**src/rtl/led_pkg.sv**
```systemverilog
// Shared types and default timing for the LED pulse-code arbiter.
// Holds the FSM state enum and the default tick/phase constants.
package led_pkg;

    typedef enum logic [2:0] {
        ST_IDLE = 3'd0,
        ST_ON   = 3'd1,
        ST_OFF  = 3'd2,
        ST_GAP  = 3'd3,
        ST_DONE = 3'd4
    } led_state_e;

    localparam int DEF_TICK_DIV  = 50_000;
    localparam int DEF_ON_TICKS  = 200;
    localparam int DEF_OFF_TICKS = 200;
    localparam int DEF_GAP_TICKS = 1000;

    function automatic int max3(input int a, input int b, input int c);
        int m;
        m = (a > b) ? a : b;
        return (m > c) ? m : c;
    endfunction

endpackage

```
**src/rtl/led_tick_gen.sv**
```systemverilog
// Prescaler: emits a one-cycle tick every TICK_DIV clocks while i_clear is low.
// i_clear holds the count at 0 so the first tick lands TICK_DIV cycles after release.
module led_tick_gen
    import led_pkg::*;
#(
    parameter int TICK_DIV = DEF_TICK_DIV
) (
    input  logic clk,
    input  logic rst_n,
    input  logic i_clear,
    output logic o_tick
);

    localparam int              CNT_W = (TICK_DIV > 1) ? $clog2(TICK_DIV) : 1;
    localparam logic [CNT_W-1:0] LAST = CNT_W'(TICK_DIV - 1);

    logic [CNT_W-1:0] r_cnt;

    // NOTE: sequential state is updated with <= only, so every flop samples pre-edge values.
    always_ff @(posedge clk or negedge rst_n) begin
        if (!rst_n) begin
            r_cnt <= '0;
        end else if (i_clear || (r_cnt == LAST)) begin
            r_cnt <= '0;
        end else begin
            r_cnt <= r_cnt + CNT_W'(1);
        end
    end

    assign o_tick = !i_clear && (r_cnt == LAST);

endmodule

```
**src/rtl/led_code_arbiter.sv**
```systemverilog
// Arbitrates NREQ requesters and blinks each winner's code as LED pulses, then acks it.
// Define LED_ARB_RR_EN for round-robin arbitration; otherwise lowest index wins.
module led_code_arbiter
    import led_pkg::*;
#(
    parameter int NREQ      = 4,
    parameter int CODE_W    = 4,
    parameter int TICK_DIV  = DEF_TICK_DIV,
    parameter int ON_TICKS  = DEF_ON_TICKS,
    parameter int OFF_TICKS = DEF_OFF_TICKS,
    parameter int GAP_TICKS = DEF_GAP_TICKS
) (
    input  logic                    clk,
    input  logic                    rst_n,
    input  logic [NREQ-1:0]         req,
    input  logic [NREQ*CODE_W-1:0]  code,
    output logic [NREQ-1:0]         ack,
    output logic                    busy,
    output logic [$clog2(NREQ)-1:0] grant_id,
    output logic                    led
);

    localparam int ID_W = $clog2(NREQ);
    localparam int PH_W = $clog2(max3(ON_TICKS, OFF_TICKS, GAP_TICKS) + 1);

    localparam logic [PH_W-1:0] ON_LAST  = PH_W'(ON_TICKS - 1);
    localparam logic [PH_W-1:0] OFF_LAST = PH_W'(OFF_TICKS - 1);
    localparam logic [PH_W-1:0] GAP_LAST = PH_W'(GAP_TICKS - 1);

    if ((NREQ < 2) || (TICK_DIV < 1) || (ON_TICKS < 1) || (OFF_TICKS < 1) || (GAP_TICKS < 1)) begin : g_bad_params
        $error("led_code_arbiter: NREQ must be >= 2 and TICK_DIV/ON/OFF/GAP_TICKS >= 1");
    end

    led_state_e        r_state, w_state_nxt;
    logic [PH_W-1:0]   r_phase_cnt, w_phase_nxt, w_phase_last;
    logic [CODE_W-1:0] r_pulses, w_pulses_nxt;
    logic [ID_W-1:0]   r_grant_id, w_grant_nxt;
    logic [NREQ-1:0]   r_ack, w_ack_vec;
    logic              r_led;
    logic              w_tick, w_tick_clr, w_phase_end;
    logic [ID_W-1:0]   w_winner;
    logic [CODE_W-1:0] w_win_code;

    assign w_tick_clr = (r_state == ST_IDLE) || (r_state == ST_DONE);

    led_tick_gen #(
        .TICK_DIV (TICK_DIV)
    ) u_tick_gen (
        .clk     (clk),
        .rst_n   (rst_n),
        .i_clear (w_tick_clr),
        .o_tick  (w_tick)
    );

`ifdef LED_ARB_RR_EN
    logic [ID_W-1:0] r_rr_ptr;
    logic            w_found;

    // Search starts one past the last winner, wrapping at NREQ.
    always_comb begin
        w_winner = '0;
        w_found  = 1'b0;
        for (int k = 0; k < NREQ; k++) begin
            if (!w_found && req[(int'(r_rr_ptr) + k) % NREQ]) begin
                w_found  = 1'b1;
                w_winner = ID_W'((int'(r_rr_ptr) + k) % NREQ);
            end
        end
    end

    always_ff @(posedge clk or negedge rst_n) begin
        if (!rst_n) begin
            r_rr_ptr <= '0;
        end else if ((r_state == ST_IDLE) && (|req)) begin
            r_rr_ptr <= (w_winner == ID_W'(NREQ - 1)) ? '0 : w_winner + ID_W'(1);
        end
    end
`else
    always_comb begin
        w_winner = '0;
        for (int i = NREQ - 1; i >= 0; i--) begin
            if (req[i]) w_winner = ID_W'(i);
        end
    end
`endif

    assign w_win_code = code[int'(w_winner)*CODE_W +: CODE_W];

    // NOTE: every always_comb output gets a default first, so no path can infer a latch.
    always_comb begin
        w_state_nxt  = r_state;
        w_phase_nxt  = r_phase_cnt;
        w_pulses_nxt = r_pulses;
        w_grant_nxt  = r_grant_id;

        case (r_state)
            ST_ON:   w_phase_last = ON_LAST;
            ST_OFF:  w_phase_last = OFF_LAST;
            ST_GAP:  w_phase_last = GAP_LAST;
            default: w_phase_last = '0;
        endcase

        w_phase_end = w_tick && (r_phase_cnt == w_phase_last);
        if (w_tick) begin
            w_phase_nxt = w_phase_end ? '0 : r_phase_cnt + PH_W'(1);
        end

        unique case (r_state)
            ST_IDLE: begin
                w_phase_nxt = '0;
                if (|req) begin
                    w_grant_nxt  = w_winner;
                    w_pulses_nxt = w_win_code;
                    w_state_nxt  = (w_win_code != '0) ? ST_ON : ST_GAP;
                end
            end
            ST_ON: begin
                if (w_phase_end) w_state_nxt = ST_OFF;
            end
            ST_OFF: begin
                // The pulse just finished is retired here; the last one leads into the gap.
                if (w_phase_end) begin
                    w_pulses_nxt = r_pulses - CODE_W'(1);
                    w_state_nxt  = (r_pulses == CODE_W'(1)) ? ST_GAP : ST_ON;
                end
            end
            ST_GAP: begin
                if (w_phase_end) w_state_nxt = ST_DONE;
            end
            ST_DONE: begin
                w_state_nxt = ST_IDLE;
            end
            default: begin
                w_state_nxt = ST_IDLE;
            end
        endcase

        w_ack_vec = {{(NREQ-1){1'b0}}, 1'b1} << w_grant_nxt;
    end

    // led and ack are registered from the next state so they align exactly with ON/DONE.
    always_ff @(posedge clk or negedge rst_n) begin
        if (!rst_n) begin
            r_state     <= ST_IDLE;
            r_phase_cnt <= '0;
            r_pulses    <= '0;
            r_grant_id  <= '0;
            r_led       <= 1'b0;
            r_ack       <= '0;
        end else begin
            r_state     <= w_state_nxt;
            r_phase_cnt <= w_phase_nxt;
            r_pulses    <= w_pulses_nxt;
            r_grant_id  <= w_grant_nxt;
            r_led       <= (w_state_nxt == ST_ON);
            r_ack       <= (w_state_nxt == ST_DONE) ? w_ack_vec : '0;
        end
    end

    assign busy     = (r_state != ST_IDLE);
    assign grant_id = r_grant_id;
    assign led      = r_led;
    assign ack      = r_ack;

endmodule

```
**config.mk**
```make
export PLATFORM = sky130hd
export DESIGN_NAME = led_code_arbiter
export DESIGN_NICKNAME = d
export VERILOG_FILES = /design/src/rtl/led_pkg.sv /design/src/rtl/led_tick_gen.sv /design/src/rtl/led_code_arbiter.sv
export SDC_FILE = /design/constraint.sdc
export NUM_CORES = 1
export LEC_CHECK = 0
export ABC_AREA = 0
export BUFFER_PORTS_ARGS = -buffer_cell sky130_fd_sc_hd__buf_2
export CAP_MARGIN = 40
export CORE_ASPECT_RATIO = 0.9
export CORE_UTILIZATION = 55
export CTS_CLUSTER_SIZE = 28
export DETAILED_ROUTE_END_ITERATION = 8
export PLACE_DENSITY = 0.74
export REMOVE_ABC_BUFFERS = 1
export SETUP_SLACK_MARGIN = 0.4
export SYNTH_ARGS = -nofsm -noshare
export SYNTH_HDL_FRONTEND = slang
export SYNTH_HIERARCHICAL = 1
export SYNTH_SLANG_ARGS = --single-unit
```
**constraint.sdc**
```tcl
create_clock -name clk -period 2.5 [get_ports clk]
set_input_delay 0.375 -clock clk [delete_from_list [all_inputs] [get_ports clk]]
set_output_delay 0.375 -clock clk [all_outputs]
set_load 0.03 [all_outputs]
```
### After elaboration in Yosys (flattened, before gate mapping)

Index checks and enable logic that the tools add are counted.

* bits in registers: 40
* bits in latches: 0
* memory bits (writable): 0
* memory bits (read-only): 0
* output and inout bits: 8
* logic and storage cells: 58
* memories: 0

* $add $sub $neg: 3
* multipliers: 0
* div/mod/pow operators: 0
* $lt $le $gt $ge: 0
* eq/ne operators: 11
* shift-type cells: 2
* mux-type cells: 22
* bitwise gates (word level): 0
* reductions and logical operators: 13

Operators by type and width (count)
* two-way mux 10 bit: 3
* one-hot mux 10 bit (2 select lines): 1
* adder 16 x 1 -> 16 bit (second input constant): 1
* == test 16 bit (second input constant): 1
* two-way mux 16 bit: 1
* two-way mux 2 bit: 8
* variable part select 16 x 5 -> 4 bit: 1
* two-way mux 3 bit: 4
* two-way mux 4 bit: 3
* one-hot mux 3 bit (4 select lines): 1
* adder 10 x 1 -> 10 bit (second input constant): 1
* == test 10 bit: 1
* one-hot mux 4 bit (2 select lines): 1
* == test 3 x 1 -> 1 bit (second input constant): 2
* == test 3 x 2 -> 1 bit (second input constant): 2
* == test 3 bit (second input constant): 2
* == test 4 x 1 -> 1 bit (second input constant): 1
* nonzero test 2 bit: 2
* nonzero test 4 bit: 1
* OR reduction 4 bit: 1
* << shifter 1 x 2 -> 4 bit (first input constant): 1
* subtractor 4 x 1 -> 4 bit (second input constant): 1
* zero test 3 bit: 1
* AND reduction 3 bit: 1
* 7 further kinds: 9

### Depth between registers and ports, before layout

Gate-level depths: netlist (run 1).

* depth in word-level cells: 11
* gate-level depth with buffers: 11
* gate-level depth less buffers: 10

### Hierarchy

Netlist (run 1), hierarchy kept.

By module, submodules not included
* led_code_arbiter: times used 1, cells each 139, area each 1435.1 µm², seq. area each 600.6 µm²
* led_tick_gen: times used 1, cells each 82, area each 842.1 µm², seq. area each 400.4 µm²

### Worst setup path after synthesis (run 1)

Ideal clock, no wire load.

* kind: flip-flop to flip-flop
* start: reg u_tick_gen.r_cnt[0]
* end: reg r_phase_cnt[9]
* arrival: 2.204 ns
* required time: 2.421 ns
* setup slack: 0.217 ns
* cell stages (with the launch flop): 12
* cells stage by stage: dfrtp_1 -> ha_1 -> nand3_2 -> nor4_4 -> nand3_1 -> nor2_1 -> clkbuf_8 -> inv_1 -> a21oi_2 -> nand3_1 -> or3_1 -> a21oi_1

* longest elaborated chain between the ends: 6
* elaborated cells on any way between the ends: 7
* classes of those cells: eq/ne (1); mux (3); reduce/logical (3)

Ends and longest elaborated chain
* start, declared: RTL line led_tick_gen.sv:17 `logic [CNT_W-1:0] r_cnt;`
* start signal, assigned: RTL line led_tick_gen.sv:26 `r_cnt <= r_cnt + CNT_W'(1);`
* == test 16 bit *: RTL line led_tick_gen.sv:30 `assign o_tick = !i_clear && (r_cnt == LAST);`
* logical AND 1 bit *: RTL line led_tick_gen.sv:30
* named net w_tick: RTL line led_code_arbiter.sv:40 `logic w_tick, w_tick_clr, w_phase_end;`
* logical AND 1 bit: RTL line led_code_arbiter.sv:103 `w_phase_end = w_tick && (r_phase_cnt == w_phase_last);`
* two-way mux 10 bit: RTL line led_code_arbiter.sv:105 `w_phase_nxt = w_phase_end ? '0 : r_phase_cnt + PH_W'(1);`
* two-way mux 10 bit: RTL line led_code_arbiter.sv:104 `if (w_tick) begin`
* two-way mux 10 bit: RTL line led_code_arbiter.sv:108 `unique case (r_state)`
* end signal, assigned: RTL line led_code_arbiter.sv:152 `r_phase_cnt <= w_phase_nxt;`
* end, declared: RTL line led_code_arbiter.sv:35 `logic [PH_W-1:0] r_phase_cnt, w_phase_nxt, w_phase_last;`

Mark *: on every way through the listed nets, which the timed path passes. The rest lies on a longest branch. The select of a mux whose other input is x is not followed.
A chain may end at the register's enable or synchronous reset.

### Worst setup path after layout (run 1)

* start: reg u_tick_gen.r_cnt[1]
* end: reg r_phase_cnt[9]

The elaborated chain is that of the path after synthesis.

==> flow_metrics.env, run 1 <==
export IMPL_run_status="finished, final reports clean"
export IMPL_gp_congestion=0.806
export IMPL_synth_distinct_cells=49
export IMPL_fin_tns_setup_ns=0
export IMPL_slew_violations=0
export IMPL_finalHoldWorstSlack_ns=0.501
export IMPL_wl_um=4710
export IMPL_clk_latency_ns=0.29
export IMPL_final_cells=318
export IMPL_maxCapViolCount=0
export IMPL_endpoint_kind="register"
export IMPL_die_h_um=63.0
export IMPL_worst_slew_pin_slew_ns=0.542
export IMPL_route_detailed_drc=0
export IMPL_ir_drop_mv=0.268
export IMPL_synthFlopType="dfrtp_1"
export IMPL_grt_pass1_vias=1813
export IMPL_h_tree_depth=2
export IMPL_setup_viol=0
export IMPL_cp_num_buf_inv=1
export IMPL_critPathKind="register to register"
export IMPL_gr_total_overflow=0
export IMPL_viasPerCell=5.82
export IMPL_cts_tree="built"
export IMPL_num_vias=1852
export IMPL_crit_family="simple AND/OR/NAND/NOR gates"
export IMPL_dpl_cell_count=298
export IMPL_core_area_um2=3840
export IMPL_fin_ws_ns=0.367
export IMPL_p_per_area_nw_per_um2=414
export IMPL_synth_commonest_cells="nor2_1, dfrtp_1, xnor2_1, nand3_1, nand2_1"
export IMPL_seq_area_frac_synth=0.440
export IMPL_start_util=0.594
export IMPL_yosysTopAreaCell="dfrtp_1"
export IMPL_synth_top_area_frac=0.440
export IMPL_clock_skew_ns=0.00537
export IMPL_die_area_um2=4400
export IMPL_num_io_pins=30
export IMPL_grt_pass1_wl_um=8110
export IMPL_netlist_area_um2=2280
export IMPL_syn_inst=221
export IMPL_slowest_stage="dfrtp_1"
export IMPL_hold_path_class="primary input to asynchronous set/reset pin"
export IMPL_async_reset_ff_frac=1.00
export IMPL_min_period_over_period=0.853
export IMPL_ys_seq_elements=40
export IMPL_pre_cts_ws_ns=0.106
export IMPL_fin_util=0.722
export IMPL_yosys_top_cells_area="dfrtp_1, nor2_1, xnor2_1, nand3_1, mux4_1"
export IMPL_first_pass_iters=4
export IMPL_crit_fanout=4
export IMPL_grt_start_max_net_pins=28
export IMPL_placementRows=21
export IMPL_fmax_mhz=469
export IMPL_drive_gt1_frac=0.335
export IMPL_slew_limit_headroom=0.635
export IMPL_drt_iter0_drc=159
export IMPL_track_usage=0.233
export IMPL_dp_hpwl_um=3330
export IMPL_clock_sinks=40
export IMPL_crit_path_frequent_cell="nand3_2"
export IMPL_synth_most_common_cell="nor2_1"
export IMPL_diodes=0
export IMPL_leakage_nw=1.20
export IMPL_antenna_found_initial=0
export IMPL_path_cells="ha_4, nand3_4, nor4_4, nand3_2, nor2_4, inv_2, a21oi_2, nand3_2, or3_1, a21oi_1"
export IMPL_slowest_delay_ns=0.42
export IMPL_startpoint_type="register"
export IMPL_cts_root_buf="clkbuf_8"
export IMPL_drt_wirelength_per_cell_um=14.8
export IMPL_final_antenna_net_count=0
export IMPL_die_w_um=69.8
export IMPL_areaGrowthSynthToFinish_pct=21.7
export IMPL_port_buffers=29
export IMPL_yosysWarnings=6
export IMPL_arrival_ns=2.35
export IMPL_required_ns=2.72
export IMPL_path_clk_slew_ns=0.07
export IMPL_rsz0062_at_grt="true"
export IMPL_tritoncts_num_buffers=5
export IMPL_finalCriticalPeriod_ns=2.13
export IMPL_synth_area_per_cell_um2=10.3
export IMPL_synth_edf_count=0
export IMPL_hold_viol_final=0
export IMPL_layout_nets=298
export IMPL_cts_buffer_depth=2
-- final timing paths --
kind,endpoint,slack [ns],depth (start not counted),start
worst max-delay path,r_phase_cnt[9],0.37,10,u_tick_gen/r_cnt[1]
worst min-delay path,r_phase_cnt[8],0.50,2,rst_n
worst max register to register,r_phase_cnt[9],0.37,10,u_tick_gen/r_cnt[1]
worst min register to register,r_pulses[0],0.55,2,r_pulses[0]
max in group asynchronous,u_tick_gen/r_cnt[11],1.54,3,rst_n
min in group clk,grant_id[1],0.50,3,req[0]
-- through the flow --
step / total power (W) / cell area (µm²)
after global routing: 0.00120 / 2770
after floorplan: 0.000708 / 2220
final: 0.00115 / 2770
after CTS: 0.00116 / 2630
after global placement: 0.000747 / 2460
after detailed placement: 0.000753 / 2480
-- power by group --
part	total, W	switching [W]	internal, W
Combinational	0.0000851	0.0000455	0.0000396
Sequential	0.000656	0.00000516	0.000651
Clock	0.000405	0.000216	0.000190
-- registers in the layout (all words and copies together) (netlist names) --
name              count
led                   1
grant_id              2
r_pulses              4
u_tick_gen/r_cnt     16
r_state               3
r_phase_cnt          10
ack                   4
-- area by class of cell --
type	instances	area, µm²
fill	280	1060
tap	46	57.6
timing repair buffer	49	318
multi-input combinational	167	1280
inverter	9	33.8
clock inverter	1	5.00
sequential	40	1010
clock buffer	6	72.6
-- cells in the final DEF (no fill, tap or decap), types with 7 or more instances in the layout --
cell type,count
nor2_1,39
dfrtp_1,36
buf_2,29
buf_4,16
xnor2_1,15
nand2_1,11
nand3_1,10
nor3_1,7
inv_1,7
o21ai_0,7
-- per-layer routing --
layer,GRT usage,share of wire,vias up
li1,-,-,906
met1,0.310,0.49,890
met2,0.363,0.45,44
met3,0.0435,0.034,12
met4,0.120,0.024,0
met5,0,0,-
-- worst reg2reg max path, delay by kind of cell, from the launching register on --
family	cells	cell delay, ns
AOI/OAI and AO/OA	2	0.30
adders and majority gates	1	0.18
buffers and inverters	1	0.06
DFF	1	0.42
and+or+nand+nor	6	1.10
-- cells by family after synthesis --
kind of cell             after synthesis  share of synthesized area
AO/OA/AOI/OAI                         32                      0.110
XOR/XNOR                              21                     0.0808
adder cells (fa/ha/maj)                4                     0.0220
buffers and inverters                 14                     0.0418
flip-flops                            40                      0.440
multiplexers                           5                     0.0473
AND/OR/NAND/NOR                      105                      0.259
-- what timing repair did --
action                                 4_1_cts  5_1_grt
hold buffers                                 1        0
setup buffers                                4        8
setup endpoints to repair                   19        6
endpoints found under the hold margin       13        0
pin swaps                                    3       13
gates resized for setup                      8       19
No activity file was read; power rests on OpenSTA's default activity.
==> inputs of run 2 (changes only) <==
- CORE_MARGIN: unset -> 4
==> flow_metrics.env, run 2 (synthesis results as in run 1) <==
export IMPL_tritoncts_num_buffers=5
export IMPL_core_area_um2=3860
export IMPL_layout_common_cells="dfrtp_1, nor2_1, buf_2"
export IMPL_num_io_pins=30
export IMPL_dpl_cell_count=299
export IMPL_reg_largest_list="u_tick_gen/r_cnt (16), r_phase_cnt (10)"
export IMPL_fillerInstances=272
export IMPL_hold_path_class="primary input to register"
export IMPL_required_ns=2.67
export IMPL_areaGrowthSynthToFinish_pct=23.0
export IMPL_die_w_um=75.8
export IMPL_port_buffers=29
export IMPL_grt_pass1_wl_um=7950
export IMPL_clock_sinks=40
export IMPL_clk_latency_ns=0.29
export IMPL_min_period_over_period=0.843
export IMPL_route_detailed_drc=0
export IMPL_worst_slew_pin_slew_ns=0.404
export IMPL_path_cells="ha_4, nand3_4, nor4_4, nand3_2, nor2_4, buf_6, o2111a_2, a31oi_4, a211oi_2, a21oi_1"
export IMPL_endpoint_kind="register"
export IMPL_gr_total_overflow=0
export IMPL_wl_um=4840
export IMPL_slew_violations=0
export IMPL_drt_iter0_drc=76
export IMPL_slowest_stage="dfrtp_1"
export IMPL_gp_congestion=0.772
export IMPL_fmax_mhz=475
export IMPL_cts_root_buf="clkbuf_8"
export IMPL_cts_buffer_depth=2
export IMPL_layout_nets=298
export IMPL_die_area_um2=5240
export IMPL_layout_commonest_cell="dfrtp_1"
export IMPL_clock_skew_ns=0.00350
export IMPL_viasPerCell=5.74
export IMPL_setup_viol=0
export IMPL_path_clk_slew_ns=0.07
export IMPL_run_status="finished, final reports clean"
export IMPL_num_vias=1831
export IMPL_leakage_nw=1.22
export IMPL_ir_drop_mv=0.405
export IMPL_slowest_delay_ns=0.42
export IMPL_cts_tree="built"
export IMPL_p_per_area_nw_per_um2=421
export IMPL_first_pass_iters=4
export IMPL_h_tree_depth=2
export IMPL_fin_tns_setup_ns=0
export IMPL_diodes=0
export IMPL_grt_start_max_net_pins=26
export IMPL_die_h_um=69.0
export IMPL_regMostFlops="u_tick_gen/r_cnt"
export IMPL_antenna_found_initial=0
export IMPL_track_usage=0.193
export IMPL_start_util=0.590
export IMPL_final_cells=319
export IMPL_startpoint_type="register"
export IMPL_slew_limit_headroom=0.728
export IMPL_arrival_ns=2.28
export IMPL_hold_viol_final=0
export IMPL_drive_gt1_frac=0.348
export IMPL_maxCapViolCount=0
export IMPL_final_antenna_net_count=0
export IMPL_placementRows=21
export IMPL_drt_wirelength_per_cell_um=15.2
export IMPL_rsz0062_at_grt="true"
export IMPL_largest_register_ffs=16
export IMPL_crit_fanout=7
export IMPL_dp_hpwl_um=3470
export IMPL_critPathKind="register to register"
export IMPL_grt_pass1_vias=1756
export IMPL_finalCriticalPeriod_ns=2.11
-- run 2: cell count changes in the layout (fill, tap and decap cells not counted), sizes merged --
cell    previous run  this run
clkinv             1         2
-- run 2: layer usage --
metal  global-route usage  part of all wire  routed length [µm]  up-vias
met4               0.0524             0.011                  52        0
met2                0.301              0.48                2320       55
li1                     -                 -                   -      893
met5                    0                 0                   0        -
met3               0.0567             0.054                 262        4
met1                0.257              0.46                2210      879
-- run 2: repair_timing --
item                                   4_1_cts  5_1_grt
resized for setup                            7       23
hold buffers                                 1        0
pin swaps                                    3       16
buffers inserted                             4        7
gates cloned                                 0        0
endpoints found under the hold margin        5        0
setup endpoints to repair                   18       17
-- run 2: stage by stage --
stage | worst slack [ns] | hold WS [ns] | instance area, µm² | power, W | utilization
final | 0.393 | 0.480 | 2800 | 0.00118 | 0.725
after global routing | 0.244 | 0.501 | 2800 | 0.00123 | 0.725
after CTS | 0.405 | 0.470 | 2660 | 0.00119 | 0.688
after detailed placement | 0.148 | 0.315 | 2500 | 0.000753 | 0.647
after global placement | 0.237 | 0.488 | 2470 | 0.000747 | 0.640
after floorplan | 0.00298 | 0.0794 | 2220 | 0.000708 | -
-- run 2: path summary, 6_finish.rpt --
path                            slack [ns]              endpoint  cells past startpoint                  from
worst max-delay path                  0.39           r_pulses[1]                     10   u_tick_gen/r_cnt[1]
worst min-delay path                  0.48           grant_id[1]                      3                req[0]
worst max register to register        0.39           r_pulses[1]                     10   u_tick_gen/r_cnt[1]
worst min register to register        0.54  u_tick_gen/r_cnt[15]                      2  u_tick_gen/r_cnt[15]
max in group asynchronous             1.50            r_state[1]                      3                 rst_n
min in group asynchronous             0.54   u_tick_gen/r_cnt[9]                      2                 rst_n
-- run 2: final cells by class --
class | count | area [µm²] | share of cell area
Multi-Input combinational cell | 167 | 1290 | 0.460
Clock buffer | 6 | 82.6 | 0.0295
Clock inverter | 2 | 10.0 | 0.00357
Timing Repair Buffer | 49 | 325 | 0.116
Tap cell | 46 | 57.6 | 0.0206
Sequential cell | 40 | 1000 | 0.358
Inverter | 9 | 33.8 | 0.0121
-- run 2: report_power, final --
group          total [W]  internal (W)  switching (W)
Combinational  0.0000871     0.0000410      0.0000461
Sequential      0.000656      0.000651     0.00000491
Clock           0.000434      0.000220       0.000214
Total            0.00118      0.000912       0.000265
-- run 2: critical path, delay by kind of cell (launching register included) --
| family | cells | cell delay, ns |
|---|---|---|
| AOI/OAI and AO/OA | 4 | 0.64 |
| and+or+nand+nor | 4 | 0.62 |
| DFF | 1 | 0.42 |
| adders and majority gates | 1 | 0.19 |
| buffers and inverters | 1 | 0.12 |
